## src/rtl/uart_sat_counter.sv

```systemverilog
// Saturating event counter with a synchronous clear that takes priority over
// the increment. Used for the error-frame count and for overrun counters.
module uart_sat_counter #(
  parameter int W = 8
) (
  input  logic         clock,
  input  logic         reset_n,
  input  logic         inc_i,
  input  logic         clr_i,
  output logic [W-1:0] count_o
);

  logic [W-1:0] count_q;
  logic [W-1:0] count_d;

  // Clear wins; otherwise count up and stick at all-ones.
  always_comb begin
    count_d = count_q;
    if (clr_i) begin
      count_d = '0;
    end else if (inc_i && (count_q != '1)) begin
      count_d = count_q + 1'b1;
    end
  end

  // Counter register.
  always_ff @(posedge clock or negedge reset_n) begin
    if (!reset_n) begin
      count_q <= '0;
    end else begin
      count_q <= count_d;
    end
  end

  assign count_o = count_q;

endmodule

```

## config.mk

```make
export PLATFORM = sky130hd
export DESIGN_NAME = uart_sat_counter
export DESIGN_NICKNAME = d
export VERILOG_FILES = /design/src/rtl/uart_sat_counter.sv
export SDC_FILE = /design/constraint.sdc
export NUM_CORES = 1
export LEC_CHECK = 0
export BUFFER_PORTS_ARGS = -buffer_cell sky130_fd_sc_hd__buf_2
export CELL_PAD_IN_SITES_DETAIL_PLACEMENT = 0
export CELL_PAD_IN_SITES_GLOBAL_PLACEMENT = 1
export CORE_MARGIN = 2
export CORE_UTILIZATION = 25
export CTS_BUF_LIST = sky130_fd_sc_hd__clkbuf_8
export CTS_CLUSTER_SIZE = 30
export DETAILED_ROUTE_END_ITERATION = 10
export PLACE_DENSITY_LB_ADDON = 0.15
export SLEW_MARGIN = 10
export SYNTH_ARGS = -nofsm -noshare
export SYNTH_HDL_FRONTEND = slang
export SYNTH_SLANG_ARGS = --single-unit
```

## constraint.sdc

```tcl
create_clock -name clock -period 2.7 [get_ports clock]
set_clock_uncertainty 0.2 [all_clocks]
set_input_delay 0.54 -clock clock [delete_from_list [all_inputs] [get_ports clock]]
set_output_delay 0.54 -clock clock [all_outputs]
set_load 0.01 [all_outputs]
```

==> flow_metrics.py, run 1 <==
metrics = {
    "timing": {
        "worst_pin_slew_ns": 0.3746,
        "relSlewSlack": 0.7438,
        "slew_violations": 0,
        "fin_tns_setup_ns": 0,
        "timing.final.hold_violations": 0,
        "rsz0062_at_grt": "no",
        "setup-violations-final": 0,
        "finalCritPeriodShare": 0.7142,
        "worst_slack_ns": 0.7717,
        "fmax_mhz": 518.6,
        "finalCriticalPeriod_ns": 1.928,
    },
    "route": {
        "dr.pass1.iters": 4,
        "via_per_inst": 4.713,
        "drc": 0,
        "wl_per_cell_um": 11.97,
        "totalWireLength_mm": 1.041,
        "ant_nets": 0,
        "drtIter0Drc": 4,
        "via_count": 410,
    },
    "clocking": {
        "clock_latency_ns": 0.22,
        "cts_made_buffers": 3,
        "cts_tree": "done",
        "cts_resized": 0,
        "cts.clk_slew.worst_paths_ns": 0.04,
        "cts_buffer_depth": 2,
        "root_buffer": "clkbuf_8",
        "htree_num_levels": 1,
        "clock_sinks": 8,
    },
    "floorplanning": {
        "die_h_um": 47.09,
        "dieWidth_um": 47.09,
        "ioPinCount": 12,
        "die_area_mm2": 0.002217,
        "start_util": 0.2659,
        "coreArea_mm2": 0.001745,
        "rows": 15,
    },
    "synth": {
        "synth-xor-area-share": 0,
        "synth_compound_area_frac": 0.1267,
        "synthCells": 49,
        "synth_top_family_by_area": "simple AND/OR/NAND/NOR gates",
        "synthMuxAreaShare": 0.07008,
        "synth-seq-cells": 8,
        "synthAdderAreaFrac": 0.02695,
        "synth-simple-area-share": 0.3100,
        "synth.top_cell.area_share": 0.4313,
        "mappedNetlistArea_um2": 464.2,
        "synth_area_leaders": "dfrtp_1 (43%), mux2_2 (4.9%), nor3_1 (4.3%), nand2b_1 (4.0%), nor2b_1 (4.0%)",
        "synth_cell_types": 28,
        "avgSynthCellArea_um2": 9.473,
        "yosysTopAreaCell": "dfrtp_1",
        "seq_area_frac_synth": 0.4313,
        "synth_nets": 54,
        "yosys_warnings": 0,
    },
    "critical_path": {
        "critPathMaxFanout": 7,
        "arrival_ns": 1.84,
        "cp.required_ns": 2.61,
        "critPathKind": "reg -> reg",
        "end_kind": "flop",
        "r2r-end": "count_o[0]",
        "rr_worst_depth": 4,
        "cp-start-kind": "flop",
        "r2r-start": "count_o[0]",
        "r2r_slack_ns": 0.77,
    },
    "placed_design": {
        "place_congestion": 0.7125,
        "numPortBuffers": 11,
        "pre_cts_slack_ns": 0.7806,
    },
    "layout": {
        "largest_reg_flops": 8,
        "final_nets": 69,
        "n_antenna_cell": 0,
        "syn2layout_area_growth_pct": 27.76,
        "final_layout_size_suffix_gt1_frac": 0.2903,
    },
    "pwr": {
        "ir_worst_vdd_uv": 187.8,
        "totalPowerFinal_w": 0.0002917,
        "leakage_nw": 0.2666,
        "power.density_mw_per_mm2": 491.8,
    },
    "grt": {
        "antenna_found_initial": 0,
        "grt_max_degree": 12,
        "grt_usage": 0.1215,
        "first_global_vias": 373,
        "grt_pass1_wl_mm": 1.759,
        "grt_overflow": 0,
    },
    "hold_path": {
        "hold_path_class": "reg -> reg",
        "whs_path_depth": 2,
        "whs_endpoint": "count_o[7]",
        "min_from": "count_o[7]",
    },
    "run_status": {
        "outcome": "finished, final reports clean",
    },
    "flow_run": {
        "drv.max_cap_violation_count": 0,
    },
}
==> logic make-up (layout without fill, tap and decap cells) <==
| logic type | count (synthesis) | count (layout) |
|---|---|---|
| compound gates | 9 | 9 |
| fa+ha+maj | 1 | 1 |
| buf+inv | 4 | 17 |
| flops | 8 | 8 |
| mux | 3 | 3 |
| simple gates | 24 | 24 |
==> worst max path at each step <==
stage	cells after the start	to	slack, ns	start
2_1_floorplan	4	count_o[0]	0.87	count_o[0]
3_3_place_gp	4	count_o[0]	0.81	count_o[0]
3_5_place_dp	4	count_o[0]	0.78	count_o[0]
4_1_cts	4	count_o[0]	0.76	count_o[0]
5_1_grt	4	count_o[0]	0.68	count_o[0]
6_report	4	count_o[0]	0.77	count_o[0]
==> worst max-delay path: stages (launching register included) <==
cell and delay, ns:
dfrtp_1 0.42, ha_1 0.30, and4_2 0.29, a21boi_1 0.24, mux2_2 0.36
==> power breakdown <==
part,switching (W),internal (W)
Sequential,0.00000401,0.000123
Clock,0.0000446,0.0000964
Combinational,0.0000131,0.0000102
Total,0.0000618,0.000230
==> layout by cell type, fill, tap and decap left out, types with 2 or more instances in the layout <==
cell type and count:
dfrtp_1 8, a21oi_1 3, clkbuf_8 3, nor2_1 2
nor2b_1 3, nand2_1 2, buf_2 11, nand2b_1 3
nor3_1 4, mux2_2 2, nand3_1 2, inv_1 2
==> layer usage <==
layer,up-vias,GRT usage,wire [um]
li1,208,-,-
met1,190,0.1508,529
met2,10,0.1699,441
met3,2,0.06154,58
met4,0,0.06667,10
met5,-,0,0
==> synth_stat cells <==
cell	instances
o21ai_0	1
buf_2	1
a31oi_1	1
mux2i_1	1
mux2_2	2
nor2_1	2
dfrtp_1	8
nand2b_1	3
a211oi_1	1
inv_1	2
nand3_1	2
a21oi_1	3
and4_2	1
nand3_2	1
nor2b_1	3
nand4_1	1
nor3b_1	1
nand2_1	2
and4_1	1
a21boi_1	1
or3_1	1
and3_1	1
a41oi_1	1
ha_1	1
nor4_1	1
nor3_1	4
clkbuf_1	1
a2111oi_0	1
==> metrics by stage <==
stage	instances	instance area, um2	hold WS [ns]	util
floorplan	49	464.2	0.04441	-
global placement	83	541.8	0.2051	0.3104
detailed placement	83	541.8	0.2027	0.3104
CTS	87	593.1	0.3879	0.3398
global route	87	593.1	0.4322	0.3398
finish	87	593.1	0.3863	0.3398
==> cell type report <==
cell class,instances,area (um2)
Multi-Input combinational cell,37,247.7
Sequential cell,8,200.2
Inverter,2,7.507
Tap cell,25,31.28
Clock buffer,3,41.29
Fill cell,180,1152
Timing Repair Buffer,12,65.06
==> what timing repair did <==
item,4_1_cts,5_1_grt
setup buffers,0,0
endpoints found under the hold margin,8,0
setup endpoints to repair,0,0
hold buffers,1,0
(Power assumes the default switching activity.)
==> run 2, diff against run 1 <==
==> constraint.sdc (replaced) <==
create_clock -name clock -period 1.7 [get_ports clock]
set_clock_uncertainty 0.2 [all_clocks]
set_input_delay 0.34 -clock clock [delete_from_list [all_inputs] [get_ports clock]]
set_output_delay 0.34 -clock clock [all_outputs]
set_load 0.01 [all_outputs]
==> run 2 against run 1 <==
Clock power grew 66%. Power is 68% higher. Cell area is 12% higher. Sequential share of layout area decreased by 3.1 points.
==> flow_metrics.py, run 2 (synthesis gave the netlist of run 1 again) <==
metrics = {
    "grt": {
        "grt_usage": 0.1273,
        "grt_max_degree": 12,
        "antenna_found_initial": 0,
        "grt_overflow": 0,
        "first_global_vias": 402,
        "grt_pass1_wl_mm": 1.856,
    },
    "placed_design": {
        "numPortBuffers": 11,
        "dp_cells": 89,
        "place_congestion": 0.7085,
        "pre_cts_slack_ns": 0.08837,
    },
    "layout": {
        "n_antenna_cell": 0,
        "multi_input_area_um2": 265.3,
        "seq_area_um2": 202.7,
        "stdcell_count": 94,
        "final_common_cell": "buf_2",
        "syn2layout_area_growth_pct": 42.59,
        "fillers": 186,
        "final_layout_size_suffix_gt1_frac": 0.4058,
        "final_nets": 75,
        "mostFrequentLayoutCells": "buf_2 (11), dfrtp_1 (6), buf_4 (6), nor3_1 (4)",
        "largest_reg_flops": 8,
    },
    "critical_path": {
        "cpLargestDelayFamily": "flip-flops",
        "cp-start-kind": "flop",
        "end_kind": "flop",
        "arrival_ns": 1.53,
        "critPathMaxFanout": 5,
        "path_cells": "ha_4 -> and4_4 -> a21boi_2 -> mux2_2",
        "max_stage_delay_ns": 0.42,
        "cp_slowest_cell": "dfrtp_2",
        "crit_buf_inv": 0,
        "cp.required_ns": 1.61,
        "critPathKind": "reg -> reg",
        "rr_worst_depth": 4,
        "path_depth": 4,
    },
    "clocking": {
        "clock_latency_ns": 0.23,
        "cts_made_buffers": 3,
        "cts_tree": "done",
        "clock_sinks": 8,
        "cts_buffer_depth": 2,
        "cts_resized": 0,
        "cts.clk_slew.worst_paths_ns": 0.04,
        "htree_num_levels": 1,
        "root_buffer": "clkbuf_8",
    },
    "timing": {
        "timing.final.hold_violations": 0,
        "rsz0062_at_grt": "no",
        "fin_tns_setup_ns": 0,
        "relSlewSlack": 0.7519,
        "hold_ws_ns": 0.2338,
        "slew_violations": 0,
        "fmax_mhz": 618.1,
        "setup-violations-final": 0,
        "finalCritPeriodShare": 0.9517,
        "worst_slack_ns": 0.08217,
        "worst_pin_slew_ns": 0.3627,
        "finalCriticalPeriod_ns": 1.618,
    },
    "hold_path": {
        "whs_path_depth": 2,
        "hold_path_class": "in -> reg",
    },
    "floorplanning": {
        "die_area_mm2": 0.002217,
        "dieWidth_um": 47.09,
        "die_h_um": 47.09,
        "start_util": 0.2659,
        "coreArea_mm2": 0.001745,
        "rows": 15,
        "ioPinCount": 12,
    },
    "pwr": {
        "power_frac_seq": 0.412,
        "ir_worst_vdd_uv": 469.5,
        "internal_power_w": 0.0003789,
        "pwr-share-clk": 0.479,
        "p_sw_w": 0.0001104,
        "power.density_mw_per_mm2": 739.2,
        "swShare": 0.2257,
        "totalPowerFinal_w": 0.0004893,
        "p_comb_frac": 0.109,
        "leakage_nw": 0.3001,
    },
    "route": {
        "totalWireLength_mm": 1.126,
        "drc": 0,
        "via_per_inst": 4.702,
        "wl_per_cell_um": 11.98,
        "drtIter0Drc": 3,
        "dr.pass1.iters": 2,
        "ant_nets": 0,
        "via_count": 442,
    },
    "flow_run": {
        "drv.max_cap_violation_count": 0,
    },
    "run_status": {
        "outcome": "finished, final reports clean",
    },
}
[run 2: cell types whose count changed in the layout (fill, tap and decap cells not counted)]
cell	change
buf_4	+6
and4_4	+1
ha_1	-1
dfrtp_2	+2
a21boi_2	+1
and4_2	-1
dfrtp_1	-2
ha_4	+1
inv_1	+1
a21boi_1	-1
[run 2: path summary, 6_finish.rpt]
check	startpoint	to	slack [ns]
worst min register to register	count_o[6]	count_o[6]	0.43
min in group asynchronous	reset_n	count_o[5]	0.30
max in group asynchronous	reset_n	count_o[1]	0.81
worst min-delay path	clr_i	count_o[7]	0.23
worst max register to register	count_o[1]	count_o[0]	0.08
worst max-delay path	count_o[1]	count_o[0]	0.08
[run 2: power groups by stage]
stage	registers [W]	logic [W]	clock network (W)
after detailed placement	0.000204	0.0000523	0
after floorplan	0.000209	0.0000214	0
after global placement	0.000204	0.0000529	0
after CTS	0.000201	0.0000544	0.000244
final	0.000202	0.0000534	0.000234
after global routing	0.000202	0.0000583	0.000260
[run 2: layout make-up]
class	instances	area share
Tap cell	25	0.04726
Sequential cell	8	0.3062
Timing Repair Buffer	18	0.1664
Clock buffer	3	0.06238
Multi-Input combinational cell	37	0.4008
Clock inverter	1	0.005671
Inverter	2	0.01134
[run 2: worst reg2reg max path, stage by stage, from the launching register on]
cell and delay, ns:
dfrtp_2 0.42, ha_4 0.16, and4_4 0.19, a21boi_2 0.18, mux2_2 0.35
[run 2: repair_timing]
action / 4_1_cts / 5_1_grt
hold endpoints to repair: 8 / 0
setup buffers: 0 / 0
hold buffers: 1 / 0
[run 2: per-layer routing]
metal  track usage  vias up  routed length (um)
met5             0        -                   0
met4       0.03333        0                   0
met3       0.06923        0                  60
met2        0.1863       11                 517
met1        0.1636      211                 548
li1              -      220                   -
[run 2: stage by stage]
step | util | area (um2)
4_1_cts | 0.3792 | 661.9
2_1_floorplan | - | 484.2
3_3_place_gp | 0.3477 | 606.8
5_1_grt | 0.3792 | 661.9
6_report | 0.3792 | 661.9
3_5_place_dp | 0.3477 | 606.8
